**config.mk**
```make
export PLATFORM = sky130hd
export DESIGN_NAME = rr_arbiter_4_n
export DESIGN_NICKNAME = d
export VERILOG_FILES = /design/src/rtl/rr_arbiter_4_n.sv
export SDC_FILE = /design/constraint.sdc
export NUM_CORES = 1
export LEC_CHECK = 0
export ABC_AREA = 1
export ABC_CLOCK_PERIOD_IN_PS = 1600
export CAP_MARGIN = 30
export CORE_AREA = 2 2 55 57
export CTS_CLUSTER_DIAMETER = 40
export CTS_CLUSTER_SIZE = 10
export DETAILED_ROUTE_END_ITERATION = 8
export DIE_AREA = 0 0 57 59
export GPL_TIMING_DRIVEN = 0
export HOLD_SLACK_MARGIN = 0.1
export PLACE_DENSITY = 0.72
export SLEW_MARGIN = 0
export SYNTH_ARGS = -nofsm -noshare
export SYNTH_HDL_FRONTEND = slang
export SYNTH_SLANG_ARGS = --single-unit
```
**constraint.sdc**
```tcl
create_clock -name clk -period 1.6 [get_ports clk]
set_clock_uncertainty 0.2 [all_clocks]
set_input_delay 0.32 -clock clk [delete_from_list [all_inputs] [get_ports clk]]
set_output_delay 0.32 -clock clk [all_outputs]
set_load 0.02 [all_outputs]
```
**src/rtl/rr_arbiter_4_n.sv**
```systemverilog
// Four-way round-robin arbiter with active-low requests, enable and one-hot-low grants.
// Grants are registered, hold time is bounded under contention, and owners never hand over directly.
module rr_arbiter_4_n #(
   parameter int unsigned MAX_HOLD = 8,
   parameter int unsigned CNT_W    = 8
) (
   input  logic       clk,
   input  logic       reset,
   input  logic       enable_n,
   input  logic [3:0] req_n,
   output logic [3:0] gnt_n,
   output logic [1:0] gnt_idx,
   output logic       busy
);

   typedef enum logic [0:0] {StIdle, StGrant} state_e;

   localparam logic [CNT_W-1:0] HoldMax = CNT_W'(MAX_HOLD);

   if ((MAX_HOLD < 1) || (MAX_HOLD > 255) || ((64'd1 << CNT_W) <= 64'(MAX_HOLD))) begin : g_bad_param
      $error("rr_arbiter_4_n: MAX_HOLD must be 1..255 and fit in CNT_W bits");
   end

   state_e           r_state;
   logic [1:0]       r_owner;
   logic [1:0]       r_last;
   logic [CNT_W-1:0] r_hold_cnt;
   logic [3:0]       r_gnt_n;
   logic [1:0]       r_gnt_idx;
   logic             r_busy;

   logic [3:0]       w_req;
   logic [3:0]       w_owner_mask;
   logic [3:0]       w_others;
   logic             w_pick_valid;
   logic [1:0]       w_pick;
   logic [1:0]       w_cand;
   logic             w_hold_full;
   logic             w_release;

   assign w_req        = ~req_n;
   assign w_owner_mask = 4'b0001 << r_owner;
   assign w_others     = w_req & ~w_owner_mask;
   assign w_hold_full  = (r_hold_cnt == HoldMax);

   // Release wins over everything else; preemption only once the hold budget is used up.
   assign w_release = req_n[r_owner] | enable_n | (w_hold_full & (|w_others));

   // Walk last+4 down to last+1 so the candidate nearest after last is the one kept.
   always_comb begin
      w_pick_valid = 1'b0;
      w_pick       = 2'd0;
      w_cand       = 2'd0;
      for (int k = 4; k >= 1; k--) begin
         w_cand = r_last + 2'(k);
         if (w_req[w_cand]) begin
            w_pick       = w_cand;
            w_pick_valid = 1'b1;
         end
      end
   end

   always_ff @(posedge clk) begin
      if (reset) begin
         r_state    <= StIdle;
         r_owner    <= 2'd0;
         r_last     <= 2'd3;
         r_hold_cnt <= '0;
         r_gnt_n    <= 4'b1111;
         r_gnt_idx  <= 2'd0;
         r_busy     <= 1'b0;
      end else begin
         unique case (r_state)
            StIdle: begin
               if (!enable_n && w_pick_valid) begin
                  r_state    <= StGrant;
                  r_owner    <= w_pick;
                  r_hold_cnt <= CNT_W'(1);
                  r_gnt_n    <= ~(4'b0001 << w_pick);
                  r_gnt_idx  <= w_pick;
                  r_busy     <= 1'b1;
               end
            end
            StGrant: begin
               if (w_release) begin
                  r_state    <= StIdle;
                  r_last     <= r_owner;
                  r_hold_cnt <= '0;
                  r_gnt_n    <= 4'b1111;
                  r_gnt_idx  <= 2'd0;
                  r_busy     <= 1'b0;
               end else if (!w_hold_full) begin
                  r_hold_cnt <= r_hold_cnt + CNT_W'(1);
               end
            end
            default: begin
               r_state <= StIdle;
               r_gnt_n <= 4'b1111;
               r_busy  <= 1'b0;
            end
         endcase
      end
   end

   assign gnt_n   = r_gnt_n;
   assign gnt_idx = r_gnt_idx;
   assign busy    = r_busy;

   a_one_hot_low: assert property (@(posedge clk) disable iff (reset)
      $countones(~r_gnt_n) <= 1);
   a_idx_match: assert property (@(posedge clk) disable iff (reset)
      r_busy |-> (r_gnt_n[r_gnt_idx] == 1'b0));
   a_busy_match: assert property (@(posedge clk) disable iff (reset)
      r_busy == (r_gnt_n != 4'b1111));

endmodule

```
# --- After elaboration in Yosys (flattened, before gate mapping) ---
# Cells that the tools add are included.
op_classes:
  n_addsub: 4
  n_lt_le_gt_ge: 5
  n_eq_ne: 4
  n_shift: 2
  mux: 34
  bitwise: 8
  reduce_logical: 7
op_table:
  columns: ["op", "n"]
  rows:
  - ["$mux W8", 3]
  - ["$pmux W8 S2", 1]
  - ["$lt A2 B3 Y1 const B", 5]
  - ["$mux W1", 13]
  - ["$mux W2", 6]
  - ["$not A4 Y4", 3]
  - ["$bmux W1 S2", 5]
  - ["$add A8 B1 Y8 const B", 1]
  - ["$eq A8 B4 Y1 const B", 1]
  - ["$mux W4", 2]
  - ["$pmux W4 S2", 1]
  - ["$reduce_and A2 Y1", 4]
  - ["$shl A1 B2 Y4 const A", 2]
  - ["$add A2 B2 Y2 const B", 2]
  - ["$and A4 B4 Y4", 1]
  - ["$pmux W1 S2", 2]
  - ["$pmux W2 S2", 1]
  - ["$reduce_or A4 Y1", 1]
  - ["$ne A3 B2 Y1 const B", 1]
  - ["$add A2 B1 Y2 const B", 1]
  - ["$ne A2 B1 Y1 const B", 1]
  - ["$ne A2 B2 Y1 const B", 1]
  - ["$or A1 B1 Y1", 2]
  - ["$and A1 B1 Y1", 1]
  - ["3 further kinds", 3]
word_totals:
  reg_bits: 20
  in_bits: 7
  out_inout_bits: 7
  elab_cells: 71

# --- Longest topological paths before layout ---
# Gate-level depths: netlist (run 1).
depth:
  ltp_word: 11
  depth_mapped: 14
  mapped_depth_nobuf: 13

# --- Least setup slack after synthesis (run 1) ---
# No wires, ideal clock.
synth_timing:
  path_type: "reg2reg"
  startpoint: "register r_owner[1]"
  endpoint: "register r_gnt_n[3], in the netlist gnt_n[3]"
  setup_time_ns: 0.117
  arrival_ns: 1.324
  t_required_ns: 1.283
  slack_ns: -0.041
  stages_incl_launch_ff: 11
  path_buffers: 1
  period_less_slack_ns: 1.641
  path_cell_list: "dfxtp_1 inv_2 o21ai_2 nand2_1 o21ai_4 nand2_4 nand2_4 buf_8 nand3b_2 o21ai_1 nand2_1"
synth_between:
  elab_chain_len: 8
  elab_cells_between_ends: 11
  cone_classes: "1 x eq/ne; 1 x shift; 2 x mux; 5 x bitwise; 2 x reduce/logical"
synth_rtl:
  columns: ["item", "line", "text"]
  rows:
  - ["start: declaration", "25", "logic [1:0] r_owner;"]
  - ["start signal: assignment", "77", "r_owner <= w_pick;"]
  - ["$shl A1 B2 Y4", "42", "assign w_owner_mask = 4'b0001 << r_owner;"]
  - ["$not A4 Y4", "43", "assign w_others = w_req & ~w_owner_mask;"]
  - ["$and A4 B4 Y4", "43", null]
  - ["$reduce_or A4 Y1", "47", "assign w_release = req_n[r_owner] | enable_n | (w_hold_full & (|w_others));"]
  - ["$and A1 B1 Y1", "47", null]
  - ["$or A1 B1 Y1 *", "47", null]
  - ["$ne A2 B1 Y1 (no source line) *", null, null]
  - ["$reduce_and A2 Y1 (no source line) *", null, null]
  - ["end signal: assignment", "79", "r_gnt_n <= ~(4'b0001 << w_pick);"]
  - ["end: declaration", "28", "logic [3:0] r_gnt_n;"]
# Every way passes the cells marked *; elsewhere a longest branch is shown, timed or not. The select of a mux whose other input is x is not followed.
# A chain may end at the register's enable or synchronous reset.

# --- Worst setup path after layout (run 1) ---
layout_timing:
  startpoint: "register r_owner[0]"
  endpoint: "register r_gnt_n[3], in the netlist gnt_n[3]"
# Same word-level chain as after synthesis.

==> summary.txt, run 1 <==
first-pass GRT wire length: 5.54 mm
WL/cell: 14.0 µm
Critical Path AT: 1.77 ns
chip height: 59 µm
WS Path Type: reg -> reg
complex-gate fraction of the synthesized area: 10.5%
design area: 0.00196 mm²
worst-path cell chain: inv_4 > o21ai_2 > nand2_1 > o21ai_4 > nand2_4 > nand2_4 > buf_8 > nand3b_2 > o21ai_1 > nand2_1
worst skew pair latency: 0.32 ns
post-synthesis mux area share: 0%
antenna violations before repair: 0
sequential standard cell area: 420 µm²
Routed WL: 3.78 mm
failing checks: negative setup slack
Core Region: 0.00271 mm²
DP HPWL: 2.10 mm
unrepaired setup endpoints after global routing: true
total die area: 0.00336 mm²
actual slew at the worst max-slew pin: 0.586 ns
CP Buf/Inv Count: 2
post-route DRC violation count: 0
drt pass-1 iters: 4
worst hold slack: 0.278 ns
GRT met3 Usage: 1.97%
CTS tree: built
syn_area_per_cell: 6.45 µm²
CP max FO: 7
CTS Sinks: 20
Worst Hold Launch: gnt_idx[0]$_SDFFE_PP0P_
DR vias/cell: 5.31
Critical Path Max Stage Delay: 0.42 ns
top-level port count: 14
Remaining Overflow, GRT: 0
delay-heaviest family, CP: simple AND/OR/NAND/NOR gates
Mapped Cells: 205
vias in the first global route: 1166
Pleak: 0.000882 µW
most frequent cells in the layout: nand2_1, nand2_2, inv_1, nor2_1, nand3_1
R2R cell count: 10
YS warnings: 0
crit share post-route: 109%
global route hottest layer: met2
Fmax: 0.571 GHz
utilization after layout: 72.4%
Crit. End Element: register
FILL cells: 207
crit path launch type: register
worst reg2reg startpoint: r_owner[0]$_SDFFE_PP0P_
clock buffer depth: 2
Mapped Nets: 214
overall power: 1470 µW
share of cells above drive strength 1: 42.7%
grt met2 use: 33.2%
area occupied by multi-input gates: 0.00102 mm²
peak supply drop: 0.769 mV
M1 GR Usage: 30.0%
CTS Buf Count: 3
ANT nets after route: 0
starting density of the core: 48.8%
GRT Total Usage: 21.3%
clock-pin slew on the worst setup and hold paths: 0.12 ns
first-iteration detailed-routing DRC count: 72
Critical Path RT: 1.62 ns
root buffer cell: clkbuf_4
Max-Cap Viols: 0
area post-placement: 0.00149 mm²
Rows: 19
Syn Std Cell Area: 0.00132 mm²
R2R setup slack: -0.15 ns
pin count of the biggest net entering global routing: 12
Antenna Cells: 0
outcome: finished, violations left
H-tree levels: 1
XOR/XNOR Fraction of Synth Area: 3.98%
pwr dens: 752 mW/mm²
simple-gate share of the synthesized area: 43.7%
min setup slack post-route: -0.151 ns
worst flop-to-flop path endpoint: gnt_n[3]$_SDFFE_PP1P_
sequential area share after synthesis: 30.3%
Rel. slew slack: 60.9%
Netlist cell types: 27
Fin. Hold Viols: 0
worst min path class: reg -> reg
hold worst-path end: gnt_idx[0]$_SDFFE_PP0P_
crit path time final: 1.75 ns
main combinational cell family by area after synthesis: simple AND/OR/NAND/NOR gates
Syn-to-layout area delta: 48.5%
routability cong.: 0.834
Final Net Count: 249
hold-critical path depth: 2
slowest stage cell, crit path: dfxtp_4
port bufs: 13
synthesized flop and latch total: 20
Pins Over Slew Limit: 0
commonest non-fill, non-tap cell in the layout: nand2_1
Via Count: 1433
die width: 57 µm
Final setup viols: 18
Synth Area in Adders: 1.89%
[cells in the mapped netlist]
cell type / number / area [µm²]
xor2_1: 5 / 43.8
nand2_2: 3 / 18.8
nor2_4: 1 / 11.3
inv_1: 20 / 75.1
nor2_1: 17 / 63.8
dfxtp_1: 20 / 400
nand2_1: 65 / 244
nand3_2: 4 / 40.0
inv_2: 4 / 15.0
nand3_1: 25 / 125
o211ai_1: 2 / 15.0
o21ai_4: 1 / 16.3
nand3b_2: 1 / 11.3
nand2_4: 2 / 22.5
o21ai_0: 3 / 15.0
ha_1: 2 / 25.0
nand3b_1: 2 / 15.0
o21ai_2: 1 / 8.76
o21ai_1: 3 / 15.0
nand4_1: 3 / 18.8
a21oi_2: 1 / 8.76
xnor2_1: 1 / 8.76
buf_2: 3 / 15.0
a21oi_1: 12 / 60.1
clkbuf_1: 2 / 7.51
buf_8: 1 / 15.0
nor2_2: 1 / 6.26
[routing by layer]
layer  vias to the layer above  wire length [µm]
met3                         9               188
met5                         -                 0
met2                        47              1860
li1                        729                 -
met4                         0                81
met1                       648              1650
[kinds of logic after synthesis]
| kind of cell | count (synthesis) |
|---|---|
| buffers and inverters | 30 |
| AOI/OAI and AO/OA | 23 |
| and+or+nand+nor | 124 |
| adders and majority gates | 2 |
| xor gates and xnor gates | 6 |
| DFF | 20 |
[flip-flops by register name, indices dropped and copies added, names as in the netlist]
| name | cells |
|---|---|
| r_hold_cnt | 8 |
| r_last | 2 |
| gnt_idx | 2 |
| busy | 1 |
| r_owner | 2 |
| r_state | 1 |
| gnt_n | 4 |
[through the flow]
step | cells | TNS, ns | worst slack [ns]
after floorplan | 205 | 0 | 0.0185
after global placement | 249 | -10.42 | -0.603
after detailed placement | 249 | -10.45 | -0.616
after CTS | 263 | -0.871 | -0.124
after global routing | 270 | -2.82 | -0.239
final | 270 | -1.27 | -0.151
[worst max path at each step]
stage,start,depth (start not counted),slack (ns),endpoint
global route,r_owner[1]$_SDFFE_PP0P_,9,-0.24,r_hold_cnt[3]$_SDFFE_PP0P_
floorplan,r_owner[1]$_SDFFE_PP0P_,10,0.02,gnt_n[3]$_SDFFE_PP1P_
finish,r_owner[0]$_SDFFE_PP0P_,10,-0.15,gnt_n[3]$_SDFFE_PP1P_
CTS,r_owner[0]$_SDFFE_PP0P_,10,-0.12,gnt_n[3]$_SDFFE_PP1P_
global placement,req_n[2],11,-0.60,gnt_n[3]$_SDFFE_PP1P_
detailed placement,req_n[2],11,-0.62,gnt_n[2]$_SDFFE_PP1P_
[area by class of cell]
type,count,area share (%)
tap,31,1.98
clock buffer,4,1.85
timing repair buffer,31,14.6
inverter,24,5.55
buffer,5,2.49
sequential,20,21.4
multi-input combinational,155,52.1
[worst register-to-register path, cell delays in order, from the launching register on]
cell	delay (ns)
dfxtp_4	0.42
inv_4	0.05
o21ai_2	0.11
nand2_1	0.12
o21ai_4	0.19
nand2_4	0.10
nand2_4	0.13
buf_8	0.13
nand3b_2	0.07
o21ai_1	0.08
nand2_1	0.06
[where the power goes]
group          internal (µW)  switching (µW)  leakage (µW)  total (µW)
Combinational            238             360      0.000694         598
Clock                    139             171     0.0000210         311
Sequential               532            34.1      0.000167         566
[what timing repair did]
| item | 4_1_cts | 5_1_grt |
|---|---|---|
| gates cloned | 1 | 0 |
| hold buffers | 0 | 0 |
| pin swaps | 18 | 12 |
| endpoints found under the setup margin | 27 | 20 |
| resized for setup | 56 | 45 |
| setup buffers | 10 | 7 |
No activity file was read; power rests on OpenSTA's default activity.
==> inputs of run 2 (changes only) <==
--- a/config.mk
+++ b/config.mk
@@ -9,7 +9,6 @@
 export ABC_CLOCK_PERIOD_IN_PS = 1600
 export CAP_MARGIN = 30
 export CORE_AREA = 2 2 55 57
-export CTS_CLUSTER_DIAMETER = 40
 export CTS_CLUSTER_SIZE = 10
 export DETAILED_ROUTE_END_ITERATION = 8
 export DIE_AREA = 0 0 57 59
==> results of run 2 <==
The final DEF is identical to that of run 1; final timing and power are the same.
==> inputs of run 3 (changes only) <==
--- a/config.mk
+++ b/config.mk
@@ -9,7 +9,6 @@
 export ABC_CLOCK_PERIOD_IN_PS = 1600
 export CAP_MARGIN = 30
 export CORE_AREA = 2 2 55 57
-export CTS_CLUSTER_SIZE = 10
 export DETAILED_ROUTE_END_ITERATION = 8
 export DIE_AREA = 0 0 57 59
 export GPL_TIMING_DRIVEN = 0
@@ -19,3 +18,4 @@
 export SYNTH_ARGS = -nofsm -noshare
 export SYNTH_HDL_FRONTEND = slang
 export SYNTH_SLANG_ARGS = --single-unit
+export TNS_END_PERCENT = 10
==> run 3 against run 2 <==
Net effect:
- the flow still finishes with violations (negative setup slack)
- maximum frequency grew 2.4%
- hold slack lost 0.0053 ns
- clock-buffer cell count is the same
- combinational power shrank 20%
- core utilization shrank 7.1 points
- sequential share of layout area grew 2.5 points
- register-to-register slack gained 0.04 ns
- cell count shrank 3.3%
- critical path type unchanged
- critical endpoint unchanged
- largest power group is now registers
==> summary.txt, run 3 (synthesis gave the netlist of run 1 again) <==
Pleak: 0.000795 µW (-9.8%)
DP HPWL: 2.10 mm (unchanged)
Fmax: 0.585 GHz (+2.4%)
Crit. End Element: register
post-route DRC violation count: 0 (unchanged)
first-iteration detailed-routing DRC count: 82 (+14%)
CTS Sinks: 20 (unchanged)
Syn-to-layout area delta: 33.9%
placed insts: 249 (unchanged)
CTS tree: built
Routed WL: 3.37 mm (-11%)
Final Net Count: 240 (-3.6%)
actual slew at the worst max-slew pin: 0.495 ns (-0.0914 ns)
worst hold slack: 0.273 ns (-0.00532 ns)
DR vias/cell: 5.34 (+0.63%)
routability cong.: 0.834 (unchanged)
first-pass GRT wire length: 5.30 mm (-4.4%)
Critical Path RT: 1.62 ns (about the same)
Via Count: 1394 (-2.7%)
worst min path class: reg -> reg
commonest non-fill, non-tap cell in the layout: nand2_1
pin count of the biggest net entering global routing: 12 (unchanged)
failing checks: negative setup slack
Rel. slew slack: 67.0% (+6.1 points)
WL/cell: 12.9 µm (-7.8%)
top-level port count: 14 (unchanged)
clock buffer depth: 2 (unchanged)
Core Region: 0.00271 mm² (unchanged)
CTS Buf Count: 3 (unchanged)
post-route insts no fill: 261 (-3.3%)
total die area: 0.00336 mm² (unchanged)
starting density of the core: 48.8% (unchanged)
root buffer cell: clkbuf_4
CP max FO: 7 (unchanged)
utilization after layout: 65.3% (-7.1 points)
clock-pin slew on the worst setup and hold paths: 0.12 ns (about the same)
Critical Path AT: 1.73 ns (-0.04 ns)
port bufs: 13 (unchanged)
Pins Over Slew Limit: 0 (unchanged)
FILL cells: 237 (+14%)
min setup slack post-route: -0.109 ns (+0.0419 ns)
WS Path Type: reg -> reg
Remaining Overflow, GRT: 0 (unchanged)
peak supply drop: 0.693 mV (-9.8%)
drt pass-1 iters: 4 (unchanged)
outcome: finished, violations left
Fin. Hold Viols: 0 (unchanged)
share of cells above drive strength 1: 31.3% (-11 points)
crit share post-route: 107% (-2.6 points)
chip height: 59 µm (unchanged)
vias in the first global route: 1131 (-3.0%)
Final setup viols: 18 (unchanged)
H-tree levels: 1 (unchanged)
ANT nets after route: 0 (unchanged)
Antenna Cells: 0 (unchanged)
most frequent cells in the layout: nand2_1, nand3_1, inv_1, nand2_2, nor2_1
Final TNS setup: -1.03 ns (+0.243 ns)
crit path launch type: register
hold buffer count at CTS: 0 (unchanged)
Max-Cap Viols: 0 (unchanged)
unrepaired setup endpoints after global routing: true
antenna violations before repair: 0 (unchanged)
Largest register FFs: 8 (unchanged)
pwr dens: 761 mW/mm² (+1.3%)
Setup WS pre-CTS: -0.616 ns (unchanged)
GRT Total Usage: 20.4% (-0.93 points)
crit path time final: 1.71 ns (-0.0419 ns)
Rows: 19 (unchanged)
worst skew pair latency: 0.31 ns (about the same)
die width: 57 µm (unchanged)
Top reg by flops: r_hold_cnt
run 3: cell count changes in the layout (fill, tap and decap cells not counted), moves of 4 or more:
cell / previous run / this run
nand2_1: 39 / 51
nand3_1: 15 / 20
nand2_4: 11 / 2
buf_4: 14 / 7
nand2_2: 20 / 16
run 3: critical path, stage by stage, from the launching register on:
cell	delay, ns
dfxtp_4	0.42
inv_4	0.05
o21ai_2	0.11
nand2_2	0.10
o21ai_4	0.20
nand2_4	0.10
nand2_8	0.09
buf_8	0.12
nand3b_2	0.07
o21ai_1	0.08
nand2_1	0.06
run 3: power by group:
group | leakage (µW) | internal, µW | switching (µW) | total [µW]
Combinational | 0.000608 | 185 | 293 | 478
Clock | 0.0000210 | 139 | 166 | 305
Sequential | 0.000167 | 530 | 33.2 | 564
Total | 0.000795 | 855 | 492 | 1350
run 3: final cells by class:
cell class,instances,area (µm²),share of cell area [%]
multi-input combinational,155,912,51.6
sequential,20,423,23.9
inverter,24,103,5.80
tap,31,38.8,2.19
buffer,5,45.0,2.55
timing repair buffer,22,211,12.0
clock buffer,4,36.3,2.05
run 3: path summary, 6_finish.rpt:
kind,start,end,slack [ns],depth (start not counted)
max,r_owner[1]$_SDFFE_PP0P_,gnt_n[3]$_SDFFE_PP1P_,-0.11,10
max reg2reg,r_owner[1]$_SDFFE_PP0P_,gnt_n[3]$_SDFFE_PP1P_,-0.11,10
min,busy$_SDFFE_PP0P_,busy$_SDFFE_PP0P_,0.27,2
min reg2reg,busy$_SDFFE_PP0P_,busy$_SDFFE_PP0P_,0.27,2
run 3: routing by layer:
layer	track usage (%)	vias up	wire length, µm
met1	28.7	623	1490
met4	9.63	0	58
met2	31.0	55	1640
li1	-	711	-
met3	2.62	5	188
met5	0	-	0
run 3: repair_timing:
item,CTS,global route
cloned,1,0
gates resized for setup,30,41
endpoints found under the setup margin,27,20
setup buffers,3,5
pin swaps,3,8
run 3: through the flow:
step | power, µW | cell area, µm²
after CTS | 1280 | 1620
after floorplan | 843 | 1320
after detailed placement | 957 | 1490
after global placement | 956 | 1490
after global routing | 1420 | 1770
final | 1350 | 1770
